**config.mk**
```make
export PLATFORM = sky130hd
export DESIGN_NAME = psum_row_acc_flat
export DESIGN_NICKNAME = d
export VERILOG_FILES = /design/src/rtl/psum_row_acc_if.sv /design/src/rtl/psum_row_acc.sv /design/src/flat_wrapper.sv
export SDC_FILE = /design/constraint.sdc
export NUM_CORES = 1
export LEC_CHECK = 0
export BUFFER_PORTS_ARGS = -buffer_cell sky130_fd_sc_hd__buf_4
export CORE_ASPECT_RATIO = 1.2
export CORE_UTILIZATION = 40
export CTS_CLUSTER_DIAMETER = 60
export CTS_CLUSTER_SIZE = 8
export DETAILED_ROUTE_END_ITERATION = 7
export HOLD_SLACK_MARGIN = 0.15
export SYNTH_ARGS = -nofsm -noshare
export SYNTH_HDL_FRONTEND = slang
export SYNTH_SLANG_ARGS = --single-unit
```
**constraint.sdc**
```tcl
create_clock -name clk -period 4.2 [get_ports clk]
set_input_delay 0.84 -clock clk [delete_from_list [all_inputs] [get_ports clk]]
set_output_delay 0.84 -clock clk [all_outputs]
set_load 0.01 [all_outputs]
```
**src/rtl/psum_row_acc_if.sv**
```systemverilog
// Channel-side bundle of one PSUM accumulator: arbiter flag, MAC product
// stream in, and the drain stream towards the global buffer.
interface psum_row_acc_if #(
    parameter int ADDR_WIDTH = 4,
    parameter int DATA_WIDTH = 16,
    parameter int PSUM_WIDTH = 24
);
    logic                         ARBPSUM_fnh;
    logic                         PSUMARB_empty;
    logic                         MACPSUM_Val;
    logic                         MACPSUM_Rdy;
    logic [ADDR_WIDTH-1:0]        MACPSUM_Addr;
    logic signed [DATA_WIDTH-1:0] MACPSUM_Dat;
    logic                         MACPSUM_Lst;
    logic                         PSUMGB_Val;
    logic                         PSUMGB_Rdy;
    logic [ADDR_WIDTH-1:0]        PSUMGB_Addr;
    logic signed [PSUM_WIDTH-1:0] PSUMGB_Dat;

    // master is the surrounding fabric (arbiter, MACs, global buffer)
    modport master (
        output ARBPSUM_fnh, MACPSUM_Val, MACPSUM_Addr, MACPSUM_Dat, MACPSUM_Lst, PSUMGB_Rdy,
        input  PSUMARB_empty, MACPSUM_Rdy, PSUMGB_Val, PSUMGB_Addr, PSUMGB_Dat
    );

    modport slave (
        input  ARBPSUM_fnh, MACPSUM_Val, MACPSUM_Addr, MACPSUM_Dat, MACPSUM_Lst, PSUMGB_Rdy,
        output PSUMARB_empty, MACPSUM_Rdy, PSUMGB_Val, PSUMGB_Addr, PSUMGB_Dat
    );
endinterface

```
**src/rtl/psum_row_acc.sv**
```systemverilog
// Per-channel partial-sum row accumulator: sums MAC row products into a
// LENROW-entry buffer with saturation, then drains it to the global buffer.
module psum_row_acc #(
    parameter int LENROW      = 16,
    parameter int DATA_WIDTH  = 16,
    parameter int PSUM_WIDTH  = 24,
    parameter int NUM_CONTRIB = 9
) (
    input  logic          clk,
    input  logic          rst_n,
    psum_row_acc_if.slave bus
);
    localparam int ADDR_WIDTH = $clog2(LENROW);
    localparam int CNT_WIDTH  = 4;

    localparam logic [CNT_WIDTH-1:0]  DONE_FULL = CNT_WIDTH'(NUM_CONTRIB);
    localparam logic [ADDR_WIDTH-1:0] LAST_ADDR = ADDR_WIDTH'(LENROW - 1);
    localparam logic [PSUM_WIDTH-1:0] PSUM_MAX  = {1'b0, {(PSUM_WIDTH-1){1'b1}}};
    localparam logic [PSUM_WIDTH-1:0] PSUM_MIN  = {1'b1, {(PSUM_WIDTH-1){1'b0}}};

    typedef enum logic [1:0] {
        IDLE = 2'd0,
        ACC  = 2'd1,
        OUT  = 2'd2
    } state_t;

    state_t                  state;
    state_t                  state_nxt;
    logic [PSUM_WIDTH-1:0]   row_buf [LENROW];
    logic [CNT_WIDTH-1:0]    done_cnt;
    logic [CNT_WIDTH-1:0]    done_cnt_nxt;
    logic [ADDR_WIDTH-1:0]   out_cnt;
    logic                    mac_fire;
    logic                    lst_fire;
    logic                    gb_fire;
    logic                    row_done;
    logic [PSUM_WIDTH-1:0]   cur_val;
    logic [PSUM_WIDTH:0]     sum_wide;
    logic [PSUM_WIDTH-1:0]   sum_sat;

    assign mac_fire = bus.MACPSUM_Val && (state == ACC);
    assign lst_fire = mac_fire && bus.MACPSUM_Lst;
    assign gb_fire  = bus.PSUMGB_Rdy && (state == OUT);

    // Extra Lst beats after the row is complete must not push the count past full.
    always_comb begin
        done_cnt_nxt = done_cnt;
        if (lst_fire && (done_cnt < DONE_FULL)) begin
            done_cnt_nxt = done_cnt + 1'b1;
        end
    end

    // Counting the beat accepted on this edge lets the close happen without a bubble.
    assign row_done = (done_cnt_nxt == DONE_FULL);

    always_comb begin
        cur_val  = row_buf[bus.MACPSUM_Addr];
        sum_wide = {cur_val[PSUM_WIDTH-1], cur_val}
                 + {{(PSUM_WIDTH + 1 - DATA_WIDTH){bus.MACPSUM_Dat[DATA_WIDTH-1]}}, bus.MACPSUM_Dat};
        if (sum_wide[PSUM_WIDTH] != sum_wide[PSUM_WIDTH-1]) begin
            sum_sat = sum_wide[PSUM_WIDTH] ? PSUM_MIN : PSUM_MAX;
        end else begin
            sum_sat = sum_wide[PSUM_WIDTH-1:0];
        end
    end

    always_ff @(posedge clk or negedge rst_n) begin
        if (!rst_n) begin
            state <= IDLE;
        end else begin
            state <= state_nxt;
        end
    end

    always_comb begin
        state_nxt         = state;
        bus.PSUMARB_empty = 1'b0;
        bus.MACPSUM_Rdy   = 1'b0;
        bus.PSUMGB_Val    = 1'b0;
        bus.PSUMGB_Addr   = '0;
        bus.PSUMGB_Dat    = '0;
        case (state)
            IDLE: begin
                bus.PSUMARB_empty = 1'b1;
                if (!bus.ARBPSUM_fnh) begin
                    state_nxt = ACC;
                end
            end
            ACC: begin
                bus.MACPSUM_Rdy = 1'b1;
                if (bus.ARBPSUM_fnh && row_done) begin
                    state_nxt = OUT;
                end
            end
            OUT: begin
                bus.PSUMGB_Val  = 1'b1;
                bus.PSUMGB_Addr = out_cnt;
                bus.PSUMGB_Dat  = row_buf[out_cnt];
                if (gb_fire && (out_cnt == LAST_ADDR)) begin
                    state_nxt = IDLE;
                end
            end
            default: begin
                state_nxt = IDLE;
            end
        endcase
    end

    // Draining zeroes each entry as it leaves, so the next row starts clean.
    always_ff @(posedge clk or negedge rst_n) begin
        if (!rst_n) begin
            for (int i = 0; i < LENROW; i++) begin
                row_buf[i] <= '0;
            end
        end else if (mac_fire) begin
            row_buf[bus.MACPSUM_Addr] <= sum_sat;
        end else if (gb_fire) begin
            row_buf[out_cnt] <= '0;
        end
    end

    always_ff @(posedge clk or negedge rst_n) begin
        if (!rst_n) begin
            done_cnt <= '0;
            out_cnt  <= '0;
        end else begin
            if ((state_nxt == IDLE) && (state != IDLE)) begin
                done_cnt <= '0;
            end else begin
                done_cnt <= done_cnt_nxt;
            end
            if (gb_fire) begin
                out_cnt <= (out_cnt == LAST_ADDR) ? '0 : out_cnt + 1'b1;
            end
        end
    end

    a_phase_onehot: assert property (@(posedge clk) disable iff (!rst_n)
        $onehot({bus.PSUMARB_empty, bus.MACPSUM_Rdy, bus.PSUMGB_Val}));

    a_drain_hold: assert property (@(posedge clk) disable iff (!rst_n)
        (bus.PSUMGB_Val && !bus.PSUMGB_Rdy) |=> ($stable(bus.PSUMGB_Addr) && $stable(bus.PSUMGB_Dat)));

    a_done_bound: assert property (@(posedge clk) disable iff (!rst_n)
        done_cnt <= DONE_FULL);
endmodule

```
**src/flat_wrapper.sv**
```systemverilog
// flat-port wrapper written by rule: the top's interface ports become plain ports
module psum_row_acc_flat 
#(
    parameter int LENROW      = 16,
    parameter int DATA_WIDTH  = 16,
    parameter int PSUM_WIDTH  = 24,
    parameter int NUM_CONTRIB = 9
)
  (clk, rst_n, bus_ARBPSUM_fnh, bus_MACPSUM_Val, bus_MACPSUM_Addr, bus_MACPSUM_Dat, bus_MACPSUM_Lst, bus_PSUMGB_Rdy, bus_PSUMARB_empty, bus_MACPSUM_Rdy, bus_PSUMGB_Val, bus_PSUMGB_Addr, bus_PSUMGB_Dat);
  psum_row_acc_if #(.ADDR_WIDTH(4), .DATA_WIDTH(DATA_WIDTH), .PSUM_WIDTH(PSUM_WIDTH)) bus_i ();
  input  logic clk;
  input  logic rst_n;
  input wire logic [$bits(bus_i.ARBPSUM_fnh)-1:0] bus_ARBPSUM_fnh;
  input wire logic [$bits(bus_i.MACPSUM_Val)-1:0] bus_MACPSUM_Val;
  input wire logic [$bits(bus_i.MACPSUM_Addr)-1:0] bus_MACPSUM_Addr;
  input wire logic [$bits(bus_i.MACPSUM_Dat)-1:0] bus_MACPSUM_Dat;
  input wire logic [$bits(bus_i.MACPSUM_Lst)-1:0] bus_MACPSUM_Lst;
  input wire logic [$bits(bus_i.PSUMGB_Rdy)-1:0] bus_PSUMGB_Rdy;
  output wire logic [$bits(bus_i.PSUMARB_empty)-1:0] bus_PSUMARB_empty;
  output wire logic [$bits(bus_i.MACPSUM_Rdy)-1:0] bus_MACPSUM_Rdy;
  output wire logic [$bits(bus_i.PSUMGB_Val)-1:0] bus_PSUMGB_Val;
  output wire logic [$bits(bus_i.PSUMGB_Addr)-1:0] bus_PSUMGB_Addr;
  output wire logic [$bits(bus_i.PSUMGB_Dat)-1:0] bus_PSUMGB_Dat;
  assign bus_i.ARBPSUM_fnh = bus_ARBPSUM_fnh;
  assign bus_i.MACPSUM_Val = bus_MACPSUM_Val;
  assign bus_i.MACPSUM_Addr = bus_MACPSUM_Addr;
  assign bus_i.MACPSUM_Dat = bus_MACPSUM_Dat;
  assign bus_i.MACPSUM_Lst = bus_MACPSUM_Lst;
  assign bus_i.PSUMGB_Rdy = bus_PSUMGB_Rdy;
  assign bus_PSUMARB_empty = bus_i.PSUMARB_empty;
  assign bus_MACPSUM_Rdy = bus_i.MACPSUM_Rdy;
  assign bus_PSUMGB_Val = bus_i.PSUMGB_Val;
  assign bus_PSUMGB_Addr = bus_i.PSUMGB_Addr;
  assign bus_PSUMGB_Dat = bus_i.PSUMGB_Dat;
  psum_row_acc #(.LENROW(LENROW), .DATA_WIDTH(DATA_WIDTH), .PSUM_WIDTH(PSUM_WIDTH), .NUM_CONTRIB(NUM_CONTRIB)) u_core (.clk(clk), .rst_n(rst_n), .bus(bus_i));
endmodule
```
## Word-level counts from Yosys, hierarchy flattened

Index checks and enable logic that the tools add are counted.

- Bits of input ports: 26
- RAM bits: 0
- Memory bits (read-only): 0
- Bits in registers: 394
- Word-level logic and storage cells: 76
- Memories kept: 0
- Bits in latches: 0
- Output and inout port bits: 31

- Shift-type cells: 0
- Eq/ne operators: 5
- Multipliers: 0
- Reduce and logical (&&, ||, !) cells: 13
- Muxes and demuxes: 27
- Div/mod/pow operators: 0
- $add $sub $neg: 3
- Bitwise operators: 4
- Magnitude comparators: 5

Operator list:

| operator | count |
|---|---|
| 2-to-1 mux 384 bit | 2 |
| bitwise AND 384 bit | 1 |
| bitwise mux 384 bit | 1 |
| NOT 384 bit | 1 |
| 2-to-1 mux 24 bit | 9 |
| binary-select mux 24 bit (select 4 bit) | 2 |
| demux 24 bit (select 4 bit) | 2 |
| adder 24 x 16 -> 25 bit | 1 |
| 2-to-1 mux 4 bit | 4 |
| greater-or-equal comparator 5 bit, second input constant | 2 |
| < comparator 5 x 1 -> 1 bit, second input constant | 2 |
| NOT 4 -> 5 bit | 2 |
| logical AND 1 bit | 9 |
| adder 4 x 1 -> 4 bit, second input constant | 2 |
| equality test 4 bit, second input constant | 2 |
| 2-to-1 mux 2 bit | 3 |
| one-hot mux 2 bit (3 select lines) | 1 |
| logical NOT 2 bit | 2 |
| < comparator 4 bit, second input constant | 1 |
| nonzero test 2 bit | 2 |
| 2-to-1 mux 1 bit | 3 |
| equality test 2 x 1 -> 1 bit, second input constant | 1 |
| equality test 2 bit, second input constant | 1 |
| inequality test 1 bit | 1 |

## Logic depth before layout (Yosys ltp)

Gate-level depths: netlist of run 1.

- Depth after elaboration: 12
- Mapped depth: 17

## Worst setup path before layout of run 1

Ideal clock, no wire load.

- Kind: input to register
- From: input port bus_MACPSUM_Addr[0]
- To: register u_core.row_buf[302] (netlist bit)
- Data arrival time: 5311 ps
- Slack: -1255 ps
- Data required time: 4055 ps
- Buffers on the path: 3
- Stages on the path: 14
- Path through: clkbuf_1 -> buf_1 -> mux4_2 -> mux4_2 -> ha_1 -> fa_1 -> a21o_1 -> a221oi_2 -> o21ai_1 -> a31oi_1 -> nor2_1 -> a311oi_1 -> buf_2 -> a22oi_1

- Longest elaborated chain between the ends: 9
- Elaborated cells between the ends (all ways): 15
- Those cells by class: add/sub (1); order compare (2); eq/ne (1); mux (9); bitwise (1); reduce/logical (1)

RTL lines:

| item | line | RTL |
|---|---|---|
| from (decl) | flat_wrapper.sv:15 | `input wire logic [$bits(bus_i.MACPSUM_Addr)-1:0] bus_MACPSUM_Addr;` |
| NOT 4 -> 5 bit (implied by the code) * | psum_row_acc.sv:57, psum_row_acc.sv:116 |  |
| binary-select mux 24 bit (select 4 bit) | psum_row_acc.sv:57 | `cur_val = row_buf[bus.MACPSUM_Addr];` |
| 2-to-1 mux 24 bit (implied by the code) (2 in series) | psum_row_acc.sv:57 |  |
| adder 24 x 16 -> 25 bit | psum_row_acc.sv:59 | `+ {{(PSUM_WIDTH + 1 - DATA_WIDTH){bus.MACPSUM_Dat[DATA_WIDTH-1]}}, bus.MACPSUM_Dat};` |
| 2-to-1 mux 24 bit or inequality test 1 bit (tied branches) | psum_row_acc.sv:61, psum_row_acc.sv:60 |  |
| 2-to-1 mux 24 bit | psum_row_acc.sv:60 | `if (sum_wide[PSUM_WIDTH] != sum_wide[PSUM_WIDTH-1]) begin` |
| bitwise mux 384 bit * | psum_row_acc.sv:116 | `row_buf[bus.MACPSUM_Addr] <= sum_sat;` |
| 2-to-1 mux 384 bit * | psum_row_acc.sv:115 | `end else if (mac_fire) begin` |
| to (signal, indexed assignment) | psum_row_acc.sv:116 |  |
| to (decl) | psum_row_acc.sv:29 | `logic [PSUM_WIDTH-1:0] row_buf [LENROW];` |

Mark *: on every way between the ends. The rest lies on a longest branch, timed or not. The select of a mux whose other input is x is not followed.
A chain may end at the register's enable or synchronous reset.

## Worst setup path after layout of run 1

- From: input port bus_MACPSUM_Addr[0]
- To: register u_core.row_buf[238] (netlist bit)

The elaborated chain is that of the path after synthesis.

==> flow_summary.json, run 1 <==
{
  "hp-class": "primary input to async pin",
  "max_cap_viol_count": 0,
  "post_drt_wl_per_cell_um": 30.41,
  "antenna_left": 0,
  "post-route-drc-count": 0,
  "grt_pass1_vias": 20540,
  "drt_iter0_markers": 2431,
  "core_area_mm2": 0.05730,
  "clock_latency_ps": 630,
  "vdd_drop_max_uv": 406.4,
  "drv_slew": 0,
  "portBuffers": 56,
  "yosysSeqAreaShare_pct": 42.40,
  "grt-ovfl-total": 0,
  "drive_gt1_share_pct": 41.54,
  "grt_max_degree": 113,
  "maxSlewHeadroom_pct": 17.41,
  "setup_viol": 317,
  "vias_per_cell": 6.707,
  "die_height_um": 266.1,
  "die_area_mm2": 0.05910,
  "placed_area_mm2": 0.02695,
  "synth_nets": 2105,
  "synth_warnings": 0,
  "numCtsBuffers": 56,
  "via_count": 20520,
  "p_leak_nw": 13.11,
  "critPathArrivalTime_ps": 4830,
  "fin_cells": 3060,
  "fin_crit_sh_pct": 103.9,
  "end_kind": "flip-flop",
  "synth_cell_types": 71,
  "grt_usage_pct": 30.93,
  "cts_root_buf": "clkbuf_16",
  "worst_pin_slew_ps": 1234,
  "cts_buffer_depth": 3,
  "status": "finished, violations left",
  "placementRows": 96,
  "cellPowerDensity_mw_per_mm2": 761.9,
  "rsz0062_at_grt": "yes",
  "die_w_um": 222.1,
  "dp_cells": 2907,
  "synthFlopType": "dfrtp_1",
  "synth_edf_count": 0,
  "power.total_mw": 23.57,
  "initial_core_util_pct": 40.58,
  "syn2layout_area_growth_pct": 33.04,
  "layout_min_cycle_time_ps": 4363,
  "layout_setup_ws_ps": -163.2,
  "setup.worst_path.start_class": "primary input",
  "syn_area_mm2": 0.02325,
  "nets": 2375,
  "first_pass_iters": 7,
  "cts.clk_slew.worst_paths_ps": 50,
  "syn_area_per_cell_um2": 11.35,
  "final_hold_viol_count": 0,
  "grt_pass1_wl_mm": 134.9,
  "synth_seq_cells": 394,
  "synthCells": 2048,
  "totalWireLength_mm": 93.06,
  "path_class": "primary input to flip-flop",
  "h-tree-depth": 2,
  "critPathMaxFanout": 8,
  "skew_ps": 27.45,
  "required_ps": 4670,
  "antenna_found_initial": 2,
  "dpl.hpwl_mm": 56.66,
  "violations": "setup timing",
  "fmaxAchievable_ghz": 0.2292,
  "pin_count": 57,
  "tritoncts": "built",
  "cts_sinks": 394,
  "design_area_mm2": 0.03093,
  "globalplace.congestion": 0.9595,
  "ys_async_sr_fraction_pct": 100.0
}
==> final cells by class <==
class	count	area, µm²
repair buffers	405	4788
clock inverters	5	61.31
diodes	2	5.005
inverters	11	41.29
clock buffers	58	1419
well taps	735	919.6
fillers	4613	26360
multi-input cells	1450	13830
flip-flops and latches	394	9869
==> cells in the final DEF (no fill, tap or decap), drive strengths merged, types with 25 or more instances in the layout <==
master and count:
o21ai 302, a21boi 48, ha 30, and2 32
nor2 25, a221oi 40, clkbuf 70, nand2 418
a21oi 30, buf 392, mux4 240, a22oi 87
dfrtp 394
==> cells in the mapped netlist (4+ instances only) <==
library cell	count	area, µm²
mux4_2	240	5405
nand4_1	6	37.54
inv_1	11	41.29
a221oi_1	39	341.6
o21ai_1	27	135.1
o211ai_1	9	67.56
buf_2	35	175.2
a21boi_0	47	352.8
nor2b_1	6	37.54
a22oi_1	84	630.6
dfrtp_1	394	9859
buf_1	27	101.4
buf_6	6	67.56
or3_1	6	37.54
o22ai_1	4	25.02
buf_4	6	45.04
o211ai_2	10	125.1
nor3_1	17	85.08
a21o_1	11	82.58
a21oi_1	29	145.1
ha_1	30	375.4
o21ai_0	275	1376
nand2_1	417	1565
and2_1	32	200.2
and3_1	6	37.54
xor2_1	8	70.07
a211oi_4	16	320.3
xnor2_1	12	105.1
a32oi_1	9	78.83
clkbuf_1	109	409.1
a22o_1	16	140.1
nor4_1	5	31.28
clkbuf_2	8	40.04
a31oi_1	8	50.05
nand2b_1	5	31.28
nor2_1	25	93.84
==> report_power, final <==
part           total (mW)  internal, mW  switching, mW  leakage [nW]
sequential           6.79          5.33           1.47          5.03
clock                4.09          2.36           1.73         0.724
combinational        12.7          6.36           6.32          7.35
==> layer usage <==
metal | GRT usage (%) | vias up | wire length, µm
met5 | 0 | - | 13
met2 | 47.61 | 1393 | 43630
met4 | 16.01 | 2 | 4893
li1 | - | 8300 | -
met1 | 41.14 | 10530 | 34190
met3 | 6.837 | 296 | 10320
==> what timing repair did <==
action | CTS | global route
pin swaps | 27 | 51
setup endpoints to repair | 368 | 369
hold buffers | 0 | 0
buffers inserted | 46 | 22
cloned | 11 | 13
gates resized for setup | 202 | 181
==> stage by stage <==
stage / hold slack, ps / setup WS (ps) / util, % / TNS (ps)
final: 313.8 / -163.2 / 53.99 / -16690
after global routing: 413.1 / -186.9 / 53.98 / -37680
after CTS: 365.7 / -61.22 / 52.16 / -1828
after detailed placement: 491.1 / -1054 / 47.05 / -349780
after global placement: 473.7 / -1005 / 47.05 / -329690
after floorplan: 460.9 / -387.4 / - / -123170
==> registers in the layout, indices dropped and copies added (netlist names) <==
signal,flops
u_core.done_cnt,4
u_core.state,2
u_core.out_cnt,4
u_core.row_buf,384
==> worst max-delay path, stage by stage <==
cell and delay, ps:
buf_16 140, buf_16 150, buf_12 140, buf_12 120, mux4_2 500, mux4_2 520
ha_4 290, and4_4 260, o2111a_2 290, nor3_4 50, buf_6 130, or3b_4 400
buf_12 150, buf_12 150, o211ai_4 210, buf_8 180, buf_12 160, a22oi_2 90
==> final timing paths <==
kind	from	endpoint	slack, ps	cells after the start
max in group asynchronous	rst_n	u_core.row_buf[58]	2860	2
min reg2reg	u_core.row_buf[10]	u_core.row_buf[10]	500	2
max	bus_MACPSUM_Addr[0]	u_core.row_buf[238]	-160	18
min	rst_n	u_core.out_cnt[3]	310	1
min in group clk	bus_ARBPSUM_fnh	u_core.state[0]	410	2
max reg2reg	u_core.row_buf[360]	u_core.row_buf[231]	10	15
==> logic make-up after synthesis <==
group | count (synthesis) | share of synthesized area [%]
AOI/OAI and AO/OA | 616 | 18.08
muxes | 240 | 23.25
xor gates and xnor gates | 20 | 0.7534
DFF | 394 | 42.40
and+or+nand+nor | 543 | 9.902
adders and majority gates | 31 | 1.700
buffers and inverters | 204 | 3.912
Note: power is estimated with default switching activity, not from simulation.
==> run 2, diff against run 1 <==
--- a/config.mk
+++ b/config.mk
@@ -12,6 +12,7 @@
 export CTS_CLUSTER_SIZE = 8
 export DETAILED_ROUTE_END_ITERATION = 7
 export HOLD_SLACK_MARGIN = 0.15
+export REMOVE_ABC_BUFFERS = 1
 export SYNTH_ARGS = -nofsm -noshare
 export SYNTH_HDL_FRONTEND = slang
 export SYNTH_SLANG_ARGS = --single-unit
==> run 2 against run 1 <==
  * The flow still finishes with violations (setup timing)
  * Register-to-register slack got worse by 40 ps
  * Global-route usage is 0.54 points lower
  * First-iteration DRC count grew 20%
  * Critical path depth down 1
  * Utilization decreased by 0.48 points
  * Total power decreased by 1.2%
  * Sequential share of layout area increased by 0.29 points
  * Die area did not move
  * Sequential cell count is the same
  * Worst setup slack improved by 16 ps
  * Via count grew 0.32%
  * Largest power group unchanged
  * Maximum frequency up 0.38%
==> flow_summary.json, run 2 (synthesized netlist as in run 1, its figures left out) <==
{
  "cts_root_buf": "clkbuf_16",
  "vias_per_cell": 6.746,
  "skew_ps": 26.94,
  "placementRows": 96,
  "drt_iter0_markers": 2929,
  "die_w_um": 222.1,
  "setup.worst_path.start_class": "primary input",
  "crit_slowest_cell": "mux4_2",
  "drv_slew": 0,
  "violations": "setup timing",
  "crit_family": "buffers and inverters",
  "post-route-drc-count": 0,
  "status": "finished, violations left",
  "layout_min_cycle_time_ps": 4347,
  "p_sw_share_pct": 39.86,
  "design_area_mm2": 0.03066,
  "intPower_mw": 14.00,
  "first_pass_iters": 6,
  "fmaxAchievable_ghz": 0.2301,
  "end_kind": "flip-flop",
  "critPathMaxFanout": 8,
  "cts.clk_slew.worst_paths_ps": 50,
  "fin_cells": 3052,
  "antenna_left": 0,
  "vdd_drop_max_uv": 356.6,
  "required_ps": 4680,
  "finalSetupTns_ps": -9682,
  "clock_latency_ps": 630,
  "rsz0062_at_grt": "yes",
  "max_stage_delay_ps": 510,
  "grt_pass1_wl_mm": 132.5,
  "path_common_cell": "buf_16",
  "path_class": "primary input to flip-flop",
  "setup_viol": 222,
  "nets": 2368,
  "grt_pass1_vias": 20360,
  "hp-class": "primary input to async pin",
  "drive_gt1_share_pct": 39.85,
  "placed_area_mm2": 0.02661,
  "totalWireLength_mm": 94.47,
  "syn2layout_area_growth_pct": 31.86,
  "layout_commonest_cell": "nand2_1",
  "core_area_mm2": 0.05730,
  "regMostFlops": "u_core.row_buf",
  "die_area_mm2": 0.05910,
  "fin_crit_sh_pct": 103.5,
  "maxSlewHeadroom_pct": 18.08,
  "h-tree-depth": 2,
  "die_height_um": 266.1,
  "p_clk_share_pct": 17.5,
  "tritoncts": "built",
  "max_cap_viol_count": 0,
  "cp_cell_sequence": "buf_16, buf_16, buf_12, mux4_2, mux4_2, ha_1, buf_4, and2_4, o2111a_2, nor3_4, or3b_4, buf_12, buf_16, o211ai_1, buf_4, buf_8, a22oi_1",
  "pin_count": 57,
  "grt-ovfl-total": 0,
  "largest_register_ffs": 384,
  "cts_buffer_depth": 3,
  "dpl.hpwl_mm": 55.15,
  "grt_max_degree": 96,
  "worst_pin_slew_ps": 1224,
  "initial_core_util_pct": 40.58,
  "dp_cells": 2889,
  "post_drt_wl_per_cell_um": 30.95,
  "grt_usage_pct": 30.39,
  "pwr-share-seq_pct": 28.9,
  "layout_setup_ws_ps": -146.7,
  "portBuffers": 56,
  "numCtsBuffers": 55,
  "cp_num_buf_inv": 8,
  "antenna_found_initial": 1,
  "critPathArrivalTime_ps": 4830,
  "cts_sinks": 394,
  "p_leak_nw": 13.11,
  "top_regs": "u_core.row_buf: 384 flops, u_core.done_cnt: 4 flops, u_core.out_cnt: 4 flops",
  "switchingPower_mw": 9.277,
  "via_count": 20590,
  "cellPowerDensity_mw_per_mm2": 759.1,
  "globalplace.congestion": 0.9683,
  "final_cell_mix": "nand2_1 (415), dfrtp_1 (390), buf_4 (252)",
  "final_hold_viol_count": 0,
  "p_comb_share_pct": 53.7
}
-- run 2: cell types whose count changed in the layout (fill, tap and decap cells not counted), moves of 5 or more --
cell,previous run,this run
a21boi_1,2,8
o21ai_0,74,85
a22oi_1,22,60
a221oi_2,11,2
a22oi_2,65,27
buf_16,12,7
a221oi_1,29,37
o21ai_2,78,96
buf_6,31,19
a21boi_0,46,40
o21ai_1,134,107
clkbuf_16,67,79
-- run 2: worst register-to-register path, cell delays in order (launching register included) --
cell	delay [ps]
dfrtp_1	430
mux4_2	520
mux4_2	510
ha_1	310
a21o_1	180
a31o_1	220
or4_4	550
nor3_4	150
buf_6	150
a2bb2oi_4	230
clkbuf_16	210
buf_6	100
a211oi_4	60
buf_4	180
buf_12	140
o21ai_0	210
-- run 2: stage by stage --
stage               utilization [%]  power, mW  worst slack, ps  hold slack, ps
detailed placement            46.45      16.32            -1087           486.6
CTS                           50.84      21.63           0.1088           258.0
global placement              46.45      15.96            -1042           472.4
global route                  53.51      24.36           -198.8           278.8
floorplan                         -      12.74            -3794           460.9
finish                        53.51      23.27           -146.7           223.9
-- run 2: routing by layer --
metal,vias to the layer above,routed length (µm),track usage (%)
met2,1437,43480,48.27
met3,346,10430,5.723
met5,-,0,0
met4,0,6280,15.65
li1,8288,-,-
met1,10520,34290,39.84
-- run 2: path summary, 6_finish.rpt --
kind / startpoint / end / slack, ps / cells past startpoint
max in group asynchronous: rst_n / u_core.row_buf[252] / 2910 / 2
min reg2reg: u_core.row_buf[51] / u_core.row_buf[51] / 500 / 2
min in group clk: bus_ARBPSUM_fnh / u_core.state[0] / 410 / 2
min: rst_n / u_core.row_buf[290] / 220 / 1
max reg2reg: u_core.row_buf[118] / u_core.row_buf[82] / -30 / 15
max: bus_MACPSUM_Addr[0] / u_core.row_buf[381] / -150 / 17
-- run 2: cell type report --
| class | instances | area [µm²] |
|---|---|---|
| Clock buffer | 59 | 1423 |
| Antenna cell | 1 | 2.502 |
| Clock inverter | 3 | 55.05 |
| Fill cell | 4740 | 26640 |
| Tap cell | 735 | 919.6 |
| Inverter | 11 | 41.29 |
| Timing Repair Buffer | 399 | 4786 |
| Sequential cell | 394 | 9869 |
| Multi-Input combinational cell | 1450 | 13560 |
-- run 2: power groups by stage --
stage	Clock (mW)	Combinational (mW)	Sequential, mW
floorplan	0	6.26	6.48
global placement	0	9.42	6.54
detailed placement	0	9.63	6.69
CTS	4.09	10.9	6.64
global route	4.22	13.3	6.89
finish	4.06	12.5	6.72
-- run 2: what timing repair did --
action                                  CTS  global route
pin swaps                                26            46
hold buffers                              0             0
buffers inserted                         47            25
cloned                                    8            23
hold endpoints to repair                  0             0
endpoints found under the setup margin  368           368
resized for setup                        62           379
